===== src/rtl/led_ctrl_pkg.sv =====
// Shared types and helpers for the LED mode sequencer: mode encoding,
// per-mode pattern seeds and the mode advance order.
package led_ctrl_pkg;

  typedef enum logic [1:0] {
    IDLE  = 2'd0,
    COUNT = 2'd1,
    SHIFT = 2'd2,
    BLINK = 2'd3
  } mode_e;

  localparam logic [3:0] PAT_IDLE  = 4'b0000;
  localparam logic [3:0] PAT_COUNT = 4'b0000;
  localparam logic [3:0] PAT_SHIFT = 4'b0001;
  localparam logic [3:0] PAT_BLINK = 4'b1111;

  function automatic mode_e next_mode(input mode_e m);
    unique case (m)
      IDLE:    return COUNT;
      COUNT:   return SHIFT;
      SHIFT:   return BLINK;
      default: return IDLE;
    endcase
  endfunction

  function automatic logic [3:0] init_pat(input mode_e m);
    unique case (m)
      IDLE:    return PAT_IDLE;
      COUNT:   return PAT_COUNT;
      SHIFT:   return PAT_SHIFT;
      default: return PAT_BLINK;
    endcase
  endfunction

endpackage


===== src/rtl/btn_debounce.sv =====
// Debounces one active-low button: 2-FF sync, stability counter, and a
// registered one-cycle press pulse on each accepted press (not on release).
module btn_debounce #(
  parameter int DEBOUNCE_CYCLES = 500_000
) (
  input  logic clk_i,
  input  logic rst_n_i,
  input  logic btn_n_i,
  output logic level_o,
  output logic press_o
);

  localparam int CW = $clog2(DEBOUNCE_CYCLES + 1);

  logic          sync1_q, sync2_q;
  logic          level_q, level_d;
  logic          level_dly_q;
  logic          press_q;
  logic [CW-1:0] cnt_q, cnt_d;

  // Level is accepted once the synchronized value has disagreed for one
  // more cycle than the counter threshold, then the counter restarts.
  always_comb begin
    level_d = level_q;
    cnt_d   = '0;
    if (sync2_q != level_q) begin
      if (cnt_q == CW'(DEBOUNCE_CYCLES)) begin
        level_d = ~level_q;
      end else begin
        cnt_d = cnt_q + CW'(1);
      end
    end
  end

  always_ff @(posedge clk_i) begin
    if (!rst_n_i) begin
      sync1_q     <= 1'b0;
      sync2_q     <= 1'b0;
      level_q     <= 1'b0;
      level_dly_q <= 1'b0;
      cnt_q       <= '0;
      press_q     <= 1'b0;
    end else begin
      sync1_q     <= ~btn_n_i;
      sync2_q     <= sync1_q;
      level_q     <= level_d;
      level_dly_q <= level_q;
      cnt_q       <= cnt_d;
      press_q     <= level_q & ~level_dly_q;
    end
  end

  assign level_o = level_q;
  assign press_o = press_q;

endmodule


===== src/rtl/led_mode_ctrl.sv =====
// LED bank controller: debounced MODE/RUN buttons drive a mode/pause FSM
// that steps a 4-bit pattern on each divider tick; LEDs are active-low.
module led_mode_ctrl
  import led_ctrl_pkg::*;
#(
  parameter int DEBOUNCE_CYCLES = 500_000,
  parameter int TICK_CYCLES     = 12_500_000
) (
  input  logic       clk_i,
  input  logic       rst_n_i,
  input  logic [1:0] btn_n_i,
  output logic [3:0] led_n_o,
  output logic [1:0] mode_o,
  output logic       paused_o
);

  localparam int TW = $clog2(TICK_CYCLES);

  logic [1:0]    btn_level, btn_press;
  logic          mode_press, run_press, tick;
  mode_e         mode_q, mode_d;
  logic          paused_q, paused_d;
  logic [3:0]    pat_q, pat_d;
  logic [3:0]    led_n_q, led_n_d;
  logic [TW-1:0] tick_q, tick_d;

  btn_debounce #(.DEBOUNCE_CYCLES(DEBOUNCE_CYCLES)) u_mode_db (
    .clk_i   (clk_i),
    .rst_n_i (rst_n_i),
    .btn_n_i (btn_n_i[0]),
    .level_o (btn_level[0]),
    .press_o (btn_press[0])
  );

  btn_debounce #(.DEBOUNCE_CYCLES(DEBOUNCE_CYCLES)) u_run_db (
    .clk_i   (clk_i),
    .rst_n_i (rst_n_i),
    .btn_n_i (btn_n_i[1]),
    .level_o (btn_level[1]),
    .press_o (btn_press[1])
  );

  // A press pulse is only honoured while its button is still seen held.
  assign mode_press = btn_press[0] & btn_level[0];
  assign run_press  = btn_press[1] & btn_level[1];
  assign tick       = (mode_q != IDLE) && !paused_q && (tick_q == TW'(TICK_CYCLES - 1));

  always_ff @(posedge clk_i) begin
    if (!rst_n_i) begin
      mode_q   <= IDLE;
      paused_q <= 1'b0;
      pat_q    <= PAT_IDLE;
      led_n_q  <= 4'b1111;
      tick_q   <= '0;
    end else begin
      mode_q   <= mode_d;
      paused_q <= paused_d;
      pat_q    <= pat_d;
      led_n_q  <= led_n_d;
      tick_q   <= tick_d;
    end
  end

  always_comb begin
    mode_d   = mode_q;
    paused_d = paused_q;
    pat_d    = pat_q;
    tick_d   = tick_q;
    if (mode_q == IDLE) begin
      tick_d = '0;
    end else if (!paused_q) begin
      tick_d = tick ? '0 : tick_q + TW'(1);
    end
    if (tick) begin
      unique case (mode_q)
        COUNT:   pat_d = pat_q + 4'd1;
        SHIFT:   pat_d = {pat_q[2:0], pat_q[3]};
        BLINK:   pat_d = ~pat_q;
        default: pat_d = pat_q;
      endcase
    end
    if (run_press && (mode_q != IDLE)) begin
      paused_d = ~paused_q;
    end
    // Mode entry overrides any same-cycle step or pause toggle.
    if (mode_press) begin
      mode_d   = next_mode(mode_q);
      pat_d    = init_pat(next_mode(mode_q));
      tick_d   = '0;
      paused_d = 1'b0;
    end
    led_n_d = ~pat_d;
  end

  always_comb begin
    led_n_o  = led_n_q;
    mode_o   = mode_q;
    paused_o = paused_q;
  end

endmodule

===== config.mk =====
export PLATFORM = sky130hd
export DESIGN_NAME = led_mode_ctrl
export DESIGN_NICKNAME = d
export VERILOG_FILES = /design/src/rtl/led_ctrl_pkg.sv /design/src/rtl/btn_debounce.sv /design/src/rtl/led_mode_ctrl.sv
export SDC_FILE = /design/constraint.sdc
export NUM_CORES = 1
export LEC_CHECK = 0
export ABC_AREA = 1
export CAP_MARGIN = 10
export CORE_UTILIZATION = 45
export CTS_CLUSTER_DIAMETER = 200
export CTS_CLUSTER_SIZE = 28
export DETAILED_ROUTE_END_ITERATION = 16
export PLACE_DENSITY = 0.58
export SETUP_SLACK_MARGIN = 0.05
export SLEW_MARGIN = 20
export SYNTH_ARGS = -nofsm -noshare
export SYNTH_HDL_FRONTEND = slang
export SYNTH_SLANG_ARGS = --single-unit

===== constraint.sdc =====
create_clock -name clk_i -period 3.2 [get_ports clk_i]
set_clock_uncertainty 0.2 [all_clocks]
set_input_delay 0.48 -clock clk_i [delete_from_list [all_inputs] [get_ports clk_i]]
set_output_delay 0.48 -clock clk_i [all_outputs]
set_load 0.01 [all_outputs]

==> results of run 1 <==
stage by stage:
step	power [mW]	worst slack [ns]	area, um2	hold slack [ns]	std cells
floorplan	1.072	1.428	4288	0.1681	618
global placement	1.079	0.9237	4507	0.1703	751
detailed placement	1.080	0.8776	4507	0.1890	751
CTS	1.912	0.9459	4722	0.2022	766
global route	1.966	0.8961	4722	0.2184	766
finish	1.885	0.9721	4722	0.1964	766
flip-flops by register name, indices dropped and copies added, names as in the netlist, named ones only:
register,flops
u_run_db.level_dly_q,1
paused_o,1
led_n_o,4
u_mode_db.sync2_q,1
u_mode_db.cnt_q,19
u_mode_db.level_o,1
u_run_db.press_o,1
u_mode_db.level_dly_q,1
u_mode_db.press_o,1
u_run_db.level_o,1
u_run_db.cnt_q,19
mode_o,2
u_run_db.sync2_q,1
u_run_db.sync1_q,1
tick_q,24
u_mode_db.sync1_q,1
routing by layer:
metal | GRT usage, % | part of all wire (%) | vias up
li1 | - | - | 2002
met1 | 24.79 | 48 | 1721
met2 | 32.59 | 48 | 46
met3 | 2.952 | 2.1 | 14
met4 | 9.276 | 1.6 | 0
met5 | 0 | 0 | -
cell type report:
cell class | instances | area [um2]
Sequential cell | 83 | 1662
Clock inverter | 6 | 91.34
Inverter | 86 | 325.3
Clock buffer | 9 | 123.9
Fill cell | 960 | 4518
Tap cell | 129 | 161.4
Timing Repair Buffer | 10 | 100.1
Multi-Input combinational cell | 443 | 2258
placed cells by master, fill, tap and decap left out, types with 10 or more instances in the layout:
| cell type | n |
|---|---|
| sky130_fd_sc_hd__nand2_1 | 144 |
| sky130_fd_sc_hd__clkdlybuf4s50_1 | 10 |
| sky130_fd_sc_hd__nor2_1 | 93 |
| sky130_fd_sc_hd__ha_1 | 11 |
| sky130_fd_sc_hd__nor2_2 | 11 |
| sky130_fd_sc_hd__inv_1 | 79 |
| sky130_fd_sc_hd__nand3_1 | 39 |
| sky130_fd_sc_hd__nand4_1 | 18 |
| sky130_fd_sc_hd__xor2_1 | 12 |
| sky130_fd_sc_hd__a21oi_1 | 34 |
| sky130_fd_sc_hd__dfxtp_1 | 83 |
| sky130_fd_sc_hd__nor3_1 | 22 |
logic make-up (layout without fill, tap and decap cells):
kind of cell,count (synthesis),count (layout),share of synthesized area [%]
AOI/OAI and AO/OA,55,55,7.120
and+or+nand+nor,361,361,39.07
adders and majority gates,11,11,3.210
buffers and inverters,92,111,8.579
DFF,83,83,38.75
xor gates and xnor gates,16,16,3.268
report_power, final:
| group | internal (mW) | leakage [nW] | switching [mW] |
|---|---|---|---|
| sequential | 1.03 | 0.669 | 0.00223 |
| combinational | 0.00657 | 0.827 | 0.0114 |
| clock | 0.438 | 0.109 | 0.392 |
| total | 1.48 | 1.61 | 0.405 |
path summary, 6_finish.rpt:
| kind | startpoint | to | slack, ns | cells past startpoint |
|---|---|---|---|---|
| worst max-delay path | paused_o | paused_o | 0.97 | 1 |
| worst min register to register | u_mode_db.level_dly_q | u_mode_db.press_o | 0.20 | 1 |
| worst min-delay path | u_mode_db.level_dly_q | u_mode_db.press_o | 0.20 | 1 |
| worst max register to register | mode_o[0] | tick_q[16] | 1.17 | 10 |
synthesized netlist by cell type (2+ instances only):
master                     count  share of area (%)
sky130_fd_sc_hd__xor2_1       12                2.5
sky130_fd_sc_hd__buf_6         2               0.53
sky130_fd_sc_hd__nand3_2       4               0.93
sky130_fd_sc_hd__nor3_2        8                1.9
sky130_fd_sc_hd__o21bai_1      2               0.35
sky130_fd_sc_hd__a21oi_1      34                4.0
sky130_fd_sc_hd__nor3b_1       4               0.70
sky130_fd_sc_hd__dfxtp_1      83                 39
sky130_fd_sc_hd__inv_2         6               0.53
sky130_fd_sc_hd__nand2_2       4               0.58
sky130_fd_sc_hd__a211oi_1      3               0.53
sky130_fd_sc_hd__nand4_1      18                2.6
sky130_fd_sc_hd__nand3_1      39                4.6
sky130_fd_sc_hd__nor3_1       22                2.6
sky130_fd_sc_hd__nand2_4       2               0.53
sky130_fd_sc_hd__o21ai_0       9                1.1
sky130_fd_sc_hd__o21ai_1       3               0.35
sky130_fd_sc_hd__nand2_1     144                 13
sky130_fd_sc_hd__nor2_2       11                1.6
sky130_fd_sc_hd__nor2_1       93                8.1
sky130_fd_sc_hd__xnor2_1       4               0.82
sky130_fd_sc_hd__ha_1         11                3.2
sky130_fd_sc_hd__inv_1        79                6.9
sky130_fd_sc_hd__clkbuf_1      2               0.18
sky130_fd_sc_hd__or2_0         2               0.29
sky130_fd_sc_hd__nand3b_1      5               0.88
sky130_fd_sc_hd__nor2_4        4                1.1
==> flow_results.org, run 1 <==
** Status
- Status :: completed

** Timing
- Period minus WS final :: 2.228 ns
- Maximum achievable frequency :: 0.4489 GHz
- Max-slew violation count :: 0
- In this run the tightest slew margin relative to its limit is 65.81%.
- Share of the clock period used by the worst path after layout :: 69.62%
- Setup repair after global routing left no endpoint under its margin.
- Final-report setup violation count :: 0
- Total Neg Setup Slack :: 0 ns
- Number of failing hold endpoints at the final stage :: 0
- Slew at the pin closest to its max-slew limit :: between 0.5 and 0.6 ns

** Logic synthesis
- Warnings from Yosys :: 0
- Number of enable-type register cells in the synthesized netlist :: 0
- Cell Area, Synth :: about 0.0043 mm2
- Each instance of the synthesized netlist takes up on average ~7 um2.
- Synthesis produced a netlist with a net count of 633.
- In this run, synthesis produced a sequential element count of 83.
- Number of instances in the synthesized netlist :: 618
- Counting flops with an async set or reset pin after synthesis yields a share of 0%.
- Most used DFF post-synth :: sky130_fd_sc_hd__dfxtp_1
- Summing the sequential cell areas from Yosys gives between 30% and 40% of the chip area.
- The number of different library cells used by synthesis comes to 35.

** Floorplan
- The die covers 0.009923 mm2.
- Initial cell density of the core :: 46.40%
- Standard cell core area :: 0.009240 mm2
- Number of cell rows :: 35
- Count of boundary I/O pins :: 11
- From left edge to right edge, the die measures 99.62 um.
- The die is roughly 100 um tall.

** Min path
- Class of the most critical hold timing path :: reg -> reg

** Placed design
- The congestion estimate from routability-driven global placement came to approximately 0.84.
- Port Buffer Count :: 10
- After legalization and detailed placement, the total HPWL measured 6.711 mm.

** Power
- The analysis attributes to cell leakage a power of 1.606 nW.
- Dividing total power by cell area gives a power density of 399.1 mW/mm2.
- Worst vdd ir :: 0.0002643 V

** Global route
- Via count of the first global-routing pass :: 3426
- Gr ovfl total :: 0
- Largest net degree at the start of global routing :: 20
- The number of antenna violations at the first check in global routing is 0.
- First-pass GRT wire length :: 15.41 mm
- Total track usage :: between 10% and 20%

** Clock network
- The number of gates resized after CTS was 0.
- For this design, the sink count on the clock tree is 83.
- After clock tree synthesis, the setup repair step added 0 buffers.
- Number of buffers inserted by hold repair at cts :: 0
- Clock-pin slew was measured on the worst setup and hold paths at 0.09 ns.
- TritonCTS built the clock tree.
- H-Tree Level Count :: 3
- Cell chosen for the clock root :: sky130_fd_sc_hd__clkbuf_8
- In this run, CTS created clock tree buffers numbering 9.
- Clock latency on the worst-skew pair, taken at its later pin, is around 0.35 ns.
- Counting along the longest clock path gives a buffer depth of 2.

** Drt
- Once detail routing completed, the nets flagged for antenna violations numbered 0.
- Detailed router's first-iteration violation count :: between 100 and 150
- For this block, the via count after detailed routing is about 3800.
- Dividing the detail-routed wire length by the instance count gives 11.64 um.
- First-pass DRT Iterations :: 4
- Total length of routed wires :: 8.917 mm
- Number of vias per cell :: approximately 4.9
- In the routed design, unresolved DRC markers number 0.

** Cells and area
- Nets@finish :: ~650
- The post-route netlist has 8.791% of its cells at a drive strength greater than 1.
- Fraction of the core area covered by cells at the end of the flow :: approximately half
- Synthesis-to-layout area growth :: 10.13%
- 0 antenna diodes ended up in the layout.

** Worst setup path
- CP max FO :: 10
- Crit path required time :: 2.52 ns
- Endpoint kind of the worst setup timing path :: primary output
- Cells along the critical path :: clkdlybuf4s50_1
- Critical Path Slowest Stage Cell :: sky130_fd_sc_hd__clkdlybuf4s50_1
- Among cell families on the critical path, the largest total delay comes from buffers and inverters.
- STA classifies the critical path startpoint as a flip-flop.
- Type of the worst setup path :: reg -> out
- Largest stage delay on the critical path :: 0.62 ns
- For the worst setup path, the data arrival time is 1.55 ns.
- Together, buffers and inverters on the worst path number 1.

** Run
- Max-capacitance violation count :: 0
No activity file was read; power rests on OpenSTA's default activity.
==> run 2, diff against run 1 <==
--- a/config.mk
+++ b/config.mk
@@ -11,7 +11,7 @@
 export CTS_CLUSTER_DIAMETER = 200
 export CTS_CLUSTER_SIZE = 28
 export DETAILED_ROUTE_END_ITERATION = 16
-export PLACE_DENSITY = 0.58
+export PLACE_DENSITY = 0.6
 export SETUP_SLACK_MARGIN = 0.05
 export SLEW_MARGIN = 20
 export SYNTH_ARGS = -nofsm -noshare
==> constraint.sdc (replaced) <==
create_clock -name clk_i -period 1.8 [get_ports clk_i]
set_clock_uncertainty 0.2 [all_clocks]
set_input_delay 0.27 -clock clk_i [delete_from_list [all_inputs] [get_ports clk_i]]
set_output_delay 0.27 -clock clk_i [all_outputs]
set_load 0.01 [all_outputs]
==> flow_results.org, run 2 (synthesis gave the netlist of run 1 again) <==
** Cells and area
- The number of flip-flops in the largest register was 24 (unchanged).
- Register containing the most flip-flops in the final layout :: tick_q
- Leaving out fill and tap cells, the most frequent cell in the layout is sky130_fd_sc_hd__nand2_1.
- Total non-filler cell area in the finished layout :: 0.005070 mm2 (+7.4%)
- The layout net count came to 679 (+4.8%).
- The largest registers in the layout are tick_q x24, u_mode_db.cnt_q x19, u_run_db.cnt_q x19.
- The number of antenna cells inserted came to 0 (unchanged).
- Commonest non-fill, non-tap cells in the layout :: sky130_fd_sc_hd__nand2_1 (143), sky130_fd_sc_hd__nor2_1 (88), sky130_fd_sc_hd__inv_1 (78)
- The number of cells in the finished layout apart from fillers was 798 (+4.2%).
- From synthesis to final layout, the design area changed by 18.24%.
- Total of fill cells in the finished design :: 916 (-4.6%)
- Layout cells sized above 1 :: 16.44% (+7.7 points)

** Worst setup path
- Worst R2R End :: tick_q[5]
- Critical Path Slowest Stage Cell :: sky130_fd_sc_hd__dfxtp_1
- Traced cell by cell, the critical path runs through inv_1 -> ha_2 -> nor2_2 -> nand3_2 -> nor2_4 -> nand2_4 -> nand2_8 -> buf_4 -> a211oi_2.
- Crit-path leading delay family :: simple AND/OR/NAND/NOR gates
- The worst setup path is launched from a flip-flop.
- Crit path DAT :: 1.72 ns (+0.17 ns)
- The largest fanout on the critical path is 6 (-4).
- Reg-to-Reg Start :: mode_o[1]
- The reg-to-reg setup timing slack was 0.11 ns (-1.06 ns).
- The critical path starts at mode_o[1].
- Crit path required time :: 1.84 ns (-0.68 ns)
- The path length in cells of the critical path was 9 (+8).
- Endpoint kind of the worst setup timing path :: flip-flop
- Type of the worst setup path :: reg -> reg
- The highest cell delay on the worst timing path came to 0.35 ns (-0.27 ns).
- The critical path ends at tick_q[5].
- The worst-case reg-to-reg path depth came to 9 (-1).
- The total buffers and inverters traversed by the critical path came to 2 (+1).

** Placed design
- The worst slack at placement came to -0.1023 ns (-0.9799 ns).
- Post-detailed-placement cell area :: 0.004707 mm2 (+4.4%)
- HPWL after detailed placement :: 6.800 mm (+1.3%)
- Inst Count DP :: 776 (+3.3%)
- Last weighted congestion value of the routability-driven placer :: 0.8493 (+1.0%)
- The number of buffer cells added on primary ports was 10 (unchanged).

** Run
- The max capacitance violation total is 0 (unchanged).

** Clock network
- The clock transition at the register clock pins on the worst setup and hold paths after CTS was 0.09 ns (about the same).
- The hold-fix buffer count after cts is 0 (unchanged).
- TritonCTS built the clock tree.
- The tree is rooted in a sky130_fd_sc_hd__clkbuf_8.
- The maximum root-to-sink buffer count is 2 (unchanged).
- Num Clock Sinks :: 83 (unchanged)
- H-Tree Level Count :: 3 (unchanged)
- Clock insertion delay at the later pin of the skew report :: 0.36 ns (about the same)
- The number of CTS-inserted buffers is 9 (unchanged).

** Status
- The flow ran to the end, and the final reports show no timing, DRC or antenna violations.

** Drt
- Routed WL per cell :: 11.56 um (-0.67%)
- The via-per-instance ratio was 4.891 (-0.97%).
- Total DRC errors in the routed layout :: 0 (unchanged)
- The DRC violation total after the first TritonRoute iteration came to 82 (-32%).
- The iteration count of the initial detailed-routing pass came to 4 (unchanged).
- The total length of routed wires is 9.227 mm (+3.5%).
- Detail Route Antenna Nets :: 0 (unchanged)
- The number of vias in the routed layout came to 3903 (+3.2%).

** Timing
- Setup repair after global routing left no endpoint under its margin.
- Total Neg Setup Slack :: 0 ns (unchanged)
- Max-slew violation count :: 0 (unchanged)
- Period minus WS final :: 1.685 ns
- Number of failing hold endpoints at the final stage :: 0 (unchanged)
- Final-report setup violation count :: 0 (unchanged)
- Maximum achievable frequency :: 0.5934 GHz
- Minimum hold slack :: 0.1795 ns (-0.01684 ns)
- The final worst slack is 0.1147 ns (-0.8574 ns).
- Share of the clock period used by the worst path after layout :: between 90% and 100%
- The normalized max-slew margin is 77.06% (+11 points).
- Slew at the pin closest to its max-slew limit :: 0.3410 ns (-0.1699 ns)

** Floorplan
- The y dimension of the die was 99.62 um (unchanged).
- Standard cell core area :: 0.009240 mm2 (unchanged)
- The die extent in x was 99.62 um (unchanged).
- The initial core utilization is 46.40% (unchanged).
- The full die area came to 0.009923 mm2 (unchanged).
- Number of cell rows :: 35 (unchanged)
- Count of boundary I/O pins :: 11 (unchanged)

** Min path
- Number of cells on the worst hold path :: 1 (unchanged)
- In this run the worst hold path is classified as reg -> reg.

** Power
- Worst vdd ir :: 0.0004102 V (+55%)
- The power per unit of standard cell area is 672.3 mW/mm2 (+68%).
- Leakage power :: 1.798 nW (+12%)

** Global route
- The maximum number of pins on one net before global-route repair came to 20 (unchanged).
- Total track usage :: 19.59% (+0.053 points)
- Antenna violations before repair :: 0 (unchanged)
- First-pass GRT wire length :: 15.68 mm (+1.7%)
- The via count of the first global-routing pass is 3600 (+5.1%).
- The sum of overflow across all layers after global routing was 0 (unchanged).
==> run 2: cell count changes in the layout (fill, tap and decap cells not counted), sizes merged <==
| cell | delta |
|---|---|
| inv | +2 |
| dlygate4sd2 | +3 |
| clkdlybuf4s50 | -3 |
| buf | +31 |
| clkbuf | +2 |
| clkinv | -3 |
==> run 2: layer usage <==
metal  track usage, %  up-vias  wire length, um
met5                0        -                0
met3            2.952       20              255
met4            8.710        0              174
met2            33.01       48             4465
li1                 -     2062                -
met1            24.85     1773             4333
==> run 2: repair_timing <==
item | 4_1_cts | 5_1_grt
resized for setup | 5 | 27
endpoints found under the setup margin | 29 | 47
setup buffers | 1 | 5
pin swaps | 1 | 10
==> run 2: worst min-delay path by stage <==
stage	end	start	slack (ns)
after floorplan	u_mode_db.sync1_q	btn_n_i[0]	0.14
after global placement	u_run_db.press_o	u_run_db.level_dly_q	0.17
after detailed placement	u_mode_db.press_o	u_mode_db.level_dly_q	0.18
after CTS	u_mode_db.press_o	u_mode_db.level_dly_q	0.18
after global routing	u_mode_db.press_o	u_mode_db.level_dly_q	0.21
final	u_mode_db.press_o	u_mode_db.level_dly_q	0.18
==> run 2: where the power goes <==
| group | internal, mW | switching, mW |
|---|---|---|
| sequential | 1.84 | 0.00364 |
| clock | 0.829 | 0.698 |
| combinational | 0.0188 | 0.0227 |
| total | 2.68 | 0.724 |
==> run 2: final cells by class <==
class | count | area (um2) | area share, %
clock inverter | 5 | 82.58 | 1.629
timing repair buffer | 41 | 354.1 | 6.984
multi-input combinational | 443 | 2327 | 45.90
tap | 129 | 161.4 | 3.184
clock buffer | 11 | 141.4 | 2.789
sequential | 83 | 1678 | 33.09
inverter | 86 | 325.3 | 6.417
==> run 2: through the flow <==
stage                     util, %  total power [mW]
after floorplan                 -             1.906
after global placement      50.94             1.925
after detailed placement    50.94             1.925
after CTS                   53.58             3.441
after global routing        54.87             3.519
final                       54.87             3.408
==> run 3, diff against run 2 <==
--- a/config.mk
+++ b/config.mk
@@ -11,7 +11,7 @@
 export CTS_CLUSTER_DIAMETER = 200
 export CTS_CLUSTER_SIZE = 28
 export DETAILED_ROUTE_END_ITERATION = 16
-export PLACE_DENSITY = 0.6
+export PLACE_DENSITY = 0.73
 export SETUP_SLACK_MARGIN = 0.05
 export SLEW_MARGIN = 20
 export SYNTH_ARGS = -nofsm -noshare
==> constraint.sdc (replaced) <==
create_clock -name clk_i -period 1.8 [get_ports clk_i]
set_clock_uncertainty 0.2 [all_clocks]
set_input_delay 0.36 -clock clk_i [delete_from_list [all_inputs] [get_ports clk_i]]
set_output_delay 0.36 -clock clk_i [all_outputs]
set_load 0.01 [all_outputs]
==> flow_results.org, run 3 (synthesis gave the netlist of run 1 again) <==
** Worst setup path
- The largest fanout on the critical path was 4 (-2).
- STA classifies the critical path endpoint as a primary output.
- Number of cells on the worst reg-to-reg path :: 7 (-2)
- The endpoint identified for the worst register-to-register timing path is tick_q[0].
- Sort of element at the start of the critical path :: flip-flop
- The required arrival time at the worst endpoint was 1.24 ns (-0.60 ns).
- By startpoint and endpoint, the worst setup path is classified as reg -> out.
- The worst register-to-register path begins at mode_o[0].
- Setup slack of the worst register-to-register path :: 0.14 ns (+0.03 ns)
- The data arrival time of the critical path is 1.13 ns (-0.59 ns).

** Drt
- Total DRC errors in the routed layout :: 0 (unchanged)
- Detail Route Antenna Nets :: 0 (unchanged)
- The routed length per instance is 11.52 um (-0.34%).
- Total length of routed wires :: 9.196 mm (-0.34%)
- Number of vias in the routed layout :: 3923 (+0.51%)
- The via-per-instance ratio is 4.916 (+0.51%).
- First-pass DRT Iterations :: 4 (unchanged)
- The DRC violation total after the first TritonRoute iteration is 233 (+180%).

** Cells and area
- The largest registers in the layout are tick_q x24, u_mode_db.cnt_q x19, u_run_db.cnt_q x19.
- The number of antenna cells inserted is 0 (unchanged).
- The final cell area excluding filler cells is 0.005062 mm2 (-0.15%).
- Commonest non-fill, non-tap cells in the layout :: sky130_fd_sc_hd__nand2_1 (141), sky130_fd_sc_hd__nor2_1 (88), sky130_fd_sc_hd__inv_1 (77)
- The layout net count is 679 (unchanged).
- Most common cell after layout, fill and taps aside :: sky130_fd_sc_hd__nand2_1
- Sequential Area :: 0.001680 mm2 (+0.15%)
- More flip-flops sit in one register than any other, and that register is tick_q.
- The number of flip-flops in the largest register was 24 (unchanged).
- The area growth from synthesis to layout is 18.06%.
- Combined area of the multi-input logic cells :: 0.002361 mm2 (+1.5%)
- Total of fill cells in the finished design :: 841 (-8.2%)
- The share of final-layout standard cells stronger than drive strength 1 came to 18.09% (+1.6 points).

** Placed design
- Port Buffer Count :: 10 (unchanged)
- Post-Place Worst Slack :: -0.1268 ns (-0.02454 ns)
- Post-detailed-placement cell area :: 0.004684 mm2 (-0.48%)
- HPWL after detailed placement :: 6.828 mm (+0.41%)
- Last weighted congestion value of the routability-driven placer :: 0.8890 (+4.7%)

** Floorplan
- The die extent in x is 99.62 um (unchanged).
- Count of boundary I/O pins :: 11 (unchanged)
- The full die area is 0.009923 mm2 (unchanged).
- Initial cell density of the core :: 46.40% (unchanged)
- The y dimension of the die came to 99.62 um (unchanged).
- Number of cell rows :: 35 (unchanged)
- Standard cell core area :: 0.009240 mm2 (unchanged)

** Run
- The max capacitance violation total was 0 (unchanged).

** Power
- The maximum vdd drop came to 0.0004422 V (+7.8%).
- The total power came to 3.103 mW (-9.0%).
- Power per cell area :: 613.0 mW/mm2 (-8.8%)
- The standby leakage power is 1.765 nW (-1.8%).

** Clock network
- The clock net sink count came to 83 (unchanged).
- TritonCTS built the clock tree.
- The number of H-tree branching levels is 3 (unchanged).
- TritonCTS Buffers :: 9 (unchanged)
- The maximum root-to-sink buffer count is 2 (unchanged).
- The hold-fix buffer count after cts was 0 (unchanged).
- Cell chosen for the clock root :: sky130_fd_sc_hd__clkbuf_8
- The clock latency reported for the late side of the worst-skew pair is 0.36 ns (about the same).
- Clock transition at the register clock pins on the worst setup and hold paths after CTS :: 0.08 ns (about the same)

** Global route
- Gr ovfl total :: 0 (unchanged)
- The via count of the first global-routing pass was 3533 (-1.9%).
- Antenna violations before repair :: 0 (unchanged)
- The first-pass GRT wire length came to 15.53 mm (-1.0%).
- Largest net degree at the start of global routing :: 20 (unchanged)
- The overall fraction of global-route tracks in use was 19.31% (-0.29 points).

** Timing
- The maximum frequency from static timing analysis was 0.5929 GHz (about the same).
- The number of max-slew violations in the final report came to 0 (unchanged).
- The final worst hold slack is 0.1852 ns (+0.005651 ns).
- The final-report hold violation count was 0 (unchanged).
- Setup WS post-layout :: 0.1133 ns (-0.001409 ns)
- Total Neg Setup Slack :: 0 ns (unchanged)
- Unrepaired setup endpoints after global routing :: true
- The normalized max-slew margin was 74.27% (-2.8 points).
- Final-report setup violation count :: 0 (unchanged)
- The slew at the pin closest to its max-slew limit came to 0.3824 ns (+0.04144 ns).
- The minimum clock period after layout came to 1.687 ns (+0.001409 ns).
- The fraction of the cycle the final worst path needs was 93.71% (about the same).

** Status
- The flow ran to the end, and the final reports show no timing, DRC or antenna violations.

** Min path
- The worst hold path terminates at u_mode_db.press_o.
- The number of stages on the worst hold path is 1 (unchanged).
- The path class of the tightest hold or removal check is reg -> reg.
- Worst hold start :: u_mode_db.level_dly_q
## run 3: cell count changes in the layout (fill, tap and decap cells not counted), sizes merged
cell and change:
inv -1, clkinv +2, dlygate4sd2 +4, clkdlybuf4s50 -4
clkinvlp +3, bufinv -2, clkbuf -2
## run 3: layout make-up
| class | count | area share (%) |
|---|---|---|
| Sequential cell | 83 | 33.19 |
| Tap cell | 129 | 3.188 |
| Inverter | 86 | 6.426 |
| Timing Repair Buffer | 41 | 7.044 |
| Clock inverter | 7 | 1.063 |
| Clock buffer | 9 | 2.447 |
| Multi-Input combinational cell | 443 | 46.64 |
## run 3: layer usage
metal  vias to the layer above  global-route usage, %  wire (um)
li1                       2064                      -          -
met2                        66                  31.46       4254
met3                        14                  3.584        346
met4                         0                  6.900        140
met1                      1779                  25.57       4454
met5                         -                      0          0
## run 3: worst max-delay path, cell delays in order, from the launching register on
cell	delay [ns]
sky130_fd_sc_hd__dfxtp_2	0.33
sky130_fd_sc_hd__buf_4	0.16
sky130_fd_sc_hd__dlygate4sd2_1	0.29
## run 3: through the flow
stage / util (%) / cells
floorplan: - / 618
global placement: 50.70 / 773
detailed placement: 50.70 / 773
CTS: 52.88 / 791
global route: 54.79 / 798
finish: 54.79 / 798
## run 3: worst max path at each step
stage	start	end	depth (start not counted)
finish	mode_o[1]	mode_o[1]	2
CTS	mode_o[1]	tick_q[14]	6
global route	mode_o[0]	flip-flop	11
global placement	rst_n_i	tick_q[8]	5
detailed placement	rst_n_i	tick_q[14]	5
floorplan	mode_o[0]	tick_q[16]	10
## run 3: what timing repair did
action / CTS / global route
pin swaps: 1 / 14
endpoints found under the setup margin: 11 / 28
buffers inserted: 2 / 7
resized for setup: 11 / 39
## run 3: power by group
part | internal, mW | total, mW | switching, mW
combinational | 0.0193 | 0.0416 | 0.0223
clock | 0.507 | 1.22 | 0.712
sequential | 1.84 | 1.84 | 0.00326
total | 2.37 | 3.10 | 0.737
